$ cat src/rtl/dfd_rr_req_arbiter.sv
// Round-robin request arbiter: one holding slot per source, LSB-first rotating priority,
// and a registered valid/ready output stage feeding the shared downstream sink.
module dfd_rr_req_arbiter #(
    parameter int NUM_REQ    = 8,
    parameter int DATA_WIDTH = 32,
    parameter int IDX_W      = $clog2(NUM_REQ)
) (
    input  logic                                clk,
    input  logic                                reset_n,
    input  logic                                flush,
    input  logic [NUM_REQ-1:0]                  req_valid,
    input  logic [NUM_REQ-1:0][DATA_WIDTH-1:0]  req_data,
    output logic [NUM_REQ-1:0]                  req_ready,
    output logic                                out_valid,
    output logic [DATA_WIDTH-1:0]               out_data,
    output logic [IDX_W-1:0]                    out_idx,
    input  logic                                out_ready
);

    // Handshake: a transfer happens on a rising edge where valid and ready are both high.
    // valid never depends on ready; ready may depend on valid-independent state only.

    localparam logic [IDX_W-1:0] LAST_IDX = IDX_W'(NUM_REQ - 1);

    logic [NUM_REQ-1:0]                 slot_vld;
    logic [NUM_REQ-1:0][DATA_WIDTH-1:0] slot_data;
    logic [IDX_W-1:0]                   last_ptr;

    logic                               load;
    logic                               any_pending;
    logic [NUM_REQ-1:0]                 mask_hi;
    logic [NUM_REQ-1:0]                 cand;
    logic                               any_hi;
    logic [IDX_W-1:0]                   win_hi;
    logic [IDX_W-1:0]                   win_lo;
    logic [IDX_W-1:0]                   winner;
    logic [NUM_REQ-1:0]                 grant;

    assign load        = ~out_valid | out_ready;
    assign any_pending = |slot_vld;
    assign cand        = slot_vld & mask_hi;
    assign any_hi      = |cand;
    assign winner      = any_hi ? win_hi : win_lo;

    // Descending scans so the last hit written is the lowest set bit.
    always_comb begin
        mask_hi = '0;
        win_hi  = '0;
        win_lo  = '0;
        for (int i = NUM_REQ - 1; i >= 0; i--) begin
            mask_hi[i] = (IDX_W'(i) > last_ptr);
            if (slot_vld[i] && (IDX_W'(i) > last_ptr)) win_hi = IDX_W'(i);
            if (slot_vld[i]) win_lo = IDX_W'(i);
        end
    end

    always_comb begin
        grant = '0;
        for (int i = 0; i < NUM_REQ; i++) begin
            grant[i] = load & any_pending & (winner == IDX_W'(i));
        end
    end

    assign req_ready = {NUM_REQ{~flush}} & (~slot_vld | grant);

    always_ff @(posedge clk or negedge reset_n) begin
        if (!reset_n) begin
            slot_vld  <= '0;
            slot_data <= '0;
            last_ptr  <= LAST_IDX;
            out_valid <= 1'b0;
            out_data  <= '0;
            out_idx   <= '0;
        end else if (flush) begin
            slot_vld  <= '0;
            last_ptr  <= LAST_IDX;
            out_valid <= 1'b0;
        end else begin
            // A refill on the same edge as a grant wins, keeping the slot occupied.
            for (int i = 0; i < NUM_REQ; i++) begin
                if (req_valid[i] && req_ready[i]) begin
                    slot_vld[i]  <= 1'b1;
                    slot_data[i] <= req_data[i];
                end else if (grant[i]) begin
                    slot_vld[i]  <= 1'b0;
                end
            end
            if (load) begin
                if (any_pending) begin
                    out_valid <= 1'b1;
                    out_data  <= slot_data[winner];
                    out_idx   <= winner;
                    last_ptr  <= winner;
                end else begin
                    out_valid <= 1'b0;
                end
            end
        end
    end

endmodule
$ cat config.mk
export PLATFORM = sky130hd
export DESIGN_NAME = dfd_rr_req_arbiter
export DESIGN_NICKNAME = d
export VERILOG_FILES = /design/src/rtl/dfd_rr_req_arbiter.sv
export SDC_FILE = /design/constraint.sdc
export NUM_CORES = 1
export LEC_CHECK = 0
export BUFFER_PORTS_ARGS = -buffer_cell sky130_fd_sc_hd__buf_2
export CORE_AREA = 2 2 159 161
export CTS_BUF_LIST = sky130_fd_sc_hd__clkbuf_8
export DETAILED_ROUTE_END_ITERATION = 7
export DIE_AREA = 0 0 161 163
export PLACE_DENSITY = 0.91
export SYNTH_ARGS = -nofsm -noshare
export SYNTH_HDL_FRONTEND = slang
export SYNTH_SLANG_ARGS = --single-unit
$ cat constraint.sdc
create_clock -name clk -period 4.01 [get_ports clk]
set_clock_uncertainty 0.05 [all_clocks]
set_input_delay 0.802 -clock clk [delete_from_list [all_inputs] [get_ports clk]]
set_output_delay 0.802 -clock clk [all_outputs]
set_load 0.05 [all_outputs]
==> results_dict.tcl <==
set metrics [dict create \
    fin_util_pct 70.4 \
    nNetsFinal 1679 \
    start_kind "flip-flop" \
    power_frac_clock_pct 24.2 \
    drc 0 \
    numPortBuffers 311 \
    tightest_slew_ps 1220 \
    grt_pass1_vias 11500 \
    crit_start "last_ptr[2]" \
    path_cells "nor2b_1, o21bai_1, a21oi_1, o31ai_4, a41oi_2, nor2_1, buf_2" \
    finalHoldViolations 0 \
    seq_area_mm2 0.00759 \
    p_leak_nw 8.24 \
    synth-async-reset-ratio_pct 100 \
    syn-instance-count 1104 \
    syn2layout_area_growth_pct 19.6 \
    cts_sinks 303 \
    fillers 1716 \
    worstSkewPairLatency_ps 560 \
    power_switching_mw 3.99 \
    synthTopCellsByArea "dfrtp_1 (52%), mux2_2 (13%), mux2_4 (9.3%), a21boi_0 (2.5%), nand2_1 (2.4%)" \
    synth_top_area_share_pct 51.7 \
    fin_setup_tns_ps 0 \
    antenna_found_initial 16 \
    cp_top_family "compound AO/OA/AOI/OAI gates" \
    path_max_fanout 12 \
    cp_slowest_cell "dfstp_2" \
    num_vias 11100 \
    crit_type "reg2out" \
    boundaryPins 312 \
    synth_flop_cell "dfrtp_1" \
    dr.pass1.iters 6 \
    yosys.area.top_type "dfrtp_1" \
    grt_max_degree 130 \
    r2r_end "out_data[25]" \
    fin_cells 1794 \
    path_buf_inv 1 \
    ys_types 51 \
    drive_above_1_share_pct 48.9 \
    relSlewSlack_pct 18.7 \
    cts_buffers 49 \
    gp_congestion 0.906 \
    r2r-start "last_ptr[1]" \
    yosys_warnings 0 \
    clockBufferDepth 3 \
    ys_ff_latch 303 \
    cp.depth 7 \
    postCtsHoldBufs 0 \
    power.total_mw 10.7 \
    final.period_utilization_pct 95.6 \
    start_util_pct 58.8 \
    combPwrFrac_pct 35.1 \
    max-cap-violations 0 \
    final_cell_mix "buf_2 (310), dfrtp_1 (300), mux2_2 (166), mux2_4 (90), nand2_1 (89)" \
    layout_commonest_cell "buf_2" \
    seq_area_frac_synth_pct 52.3 \
    core_mm2 0.0247 \
    avgViaCountPerCell 6.19 \
    power_frac_seq_pct 40.7 \
    finalMaxSlewViolations 0 \
    fin_crit_ps 3830 \
    worstPathRequired_ps 3160 \
    rsz0062_at_grt "no" \
    die_area_mm2 0.0262 \
    end_kind "output pin" \
    drt_iter0_drc 1043 \
    h-tree-depth 2 \
    place_hpwl_mm 28.7 \
    finalSetupViolCount 0 \
    core.rowCount 58 \
    grt_overflow 0 \
    die_width_um 161 \
    die_y_um 163 \
    synth_nets 1372 \
    grt_first_pass_wirelength_mm 64.9 \
    crit_arrival_ps 2980 \
    wl_mm 42.3 \
    path_clk_slew_ps 60 \
    hp-class "in2async" \
    cts_tree "done" \
    p_per_area_mw_per_mm2 619 \
    max-vdd-ir-drop_v 0.000423 \
    status "finished clean" \
    fmax_mhz 261 \
    fin_area_mm2 0.0174 \
    avgRoutedWirePerCell_um 23.6 \
    critPathCapture "req_ready[6]" \
    reg2reg_slack_ps 500 \
    worstRegToRegCells 9 \
    cts_root_buffer "clkbuf_8" \
    place_inst 1690 \
    p_sw_share_pct 37.2 \
    netlist_area_mm2 0.0145 \
    drtAntennaViolNets 0 \
    max_stage_delay_ps 660 \
    postCtsSetupRepairBufs 0 \
    synth_edf_count 0 \
    placed_area_mm2 0.0164 \
    internal_power_mw 6.75 \
    multi_input_area_mm2 0.00646 \
    track_usage_pct 31.9 \
    avgSynthCellArea_um2 13.1 \
]
## timing repair
| item | in CTS | in global routing |
|---|---|---|
| gates resized for setup | 2 | 2 |
| pin swaps | 0 | 0 |
| gates cloned | 0 | 0 |
| endpoints found under the setup margin | 2 | 2 |
| hold endpoints to repair | 0 | 0 |
## sequential cells by signal, summed over array words and instances (netlist names)
name       count
out_data      32
out_valid      1
slot_vld       8
slot_data    256
out_idx        3
last_ptr       3
## stage by stage
stage               setup WS, ps  hold slack [ps]
global placement             580              422
finish                       178              312
detailed placement           519              438
global route                4.59              372
floorplan                    578              423
CTS                         61.6              351
## power groups by stage
| stage | sequential (mW) | clock [mW] | combinational [mW] |
|---|---|---|---|
| 2_1_floorplan | 4.78 | 0 | 2.15 |
| 3_3_place_gp | 4.35 | 0 | 3.60 |
| 3_5_place_dp | 4.38 | 0 | 3.70 |
| 4_1_cts | 4.35 | 2.62 | 3.73 |
| 5_1_grt | 4.44 | 2.78 | 3.99 |
| 6_report | 4.37 | 2.59 | 3.77 |
## worst register-to-register path: stages (launching register included)
cell and delay [ps]:
dfstp_2 430, or3b_1 410, a21oi_1 290, nor3_1 130, o211ai_4 230, buf_4 460, and2_2 460, buf_4 430
a311oi_1 200, a211o_1 320
## Yosys cell counts, types with 2 or more instances
library cell,count
dfrtp_1,300
mux2_2,166
nand2_1,91
mux2_4,90
a21boi_0,49
clkbuf_1,43
a211oi_1,35
a22oi_1,32
mux2i_1,32
nor2_1,22
buf_2,21
buf_6,20
a31oi_1,18
and2_1,18
a211o_1,17
a2111oi_0,16
a221o_1,16
a221oi_1,16
a311oi_1,16
a21oi_1,12
inv_1,10
nand2b_1,7
o211ai_2,5
a21o_1,4
o21a_1,4
o21ai_0,4
a211o_2,3
a211oi_2,3
dfstp_2,3
nand3_1,3
nor2b_1,3
a41oi_2,2
and3_1,2
buf_4,2
nand4_4,2
o211ai_1,2
## cell type report
cell class	instances	area share, %
repair buffers	343	10.8
multi-input cells	704	37.2
clock buffers	60	4.76
inverters	10	0.216
diodes	17	0.245
well taps	330	2.38
flip-flops and latches	303	43.7
clock inverters	27	0.721
## routing by layer
metal  part of all wire (%)  global-route usage [%]
met1                     41                    43.4
met2                     47                    50.1
met3                    8.1                    6.52
met4                    4.4                    14.6
met5                  0.050                       0
## logic make-up (layout without fill, tap and decap cells)
| kind of cell | Yosys count | in the layout | share of synthesized area [%] |
|---|---|---|---|
| other cells | 0 | 17 | 0 |
| buf+inv | 97 | 440 | 3.78 |
| simple gates | 156 | 156 | 5.16 |
| compound gates | 260 | 260 | 14.4 |
| flops | 303 | 303 | 52.3 |
| mux | 288 | 288 | 24.4 |
## worst min-delay path by stage
stage / depth (start not counted) / to
2_1_floorplan: 1 / slot_data[64]
3_3_place_gp: 2 / out_idx[1]
3_5_place_dp: 2 / out_idx[1]
4_1_cts: 1 / slot_data[223]
5_1_grt: 1 / slot_data[2]
6_report: 1 / slot_data[196]
No activity file was read; power rests on OpenSTA's default activity.
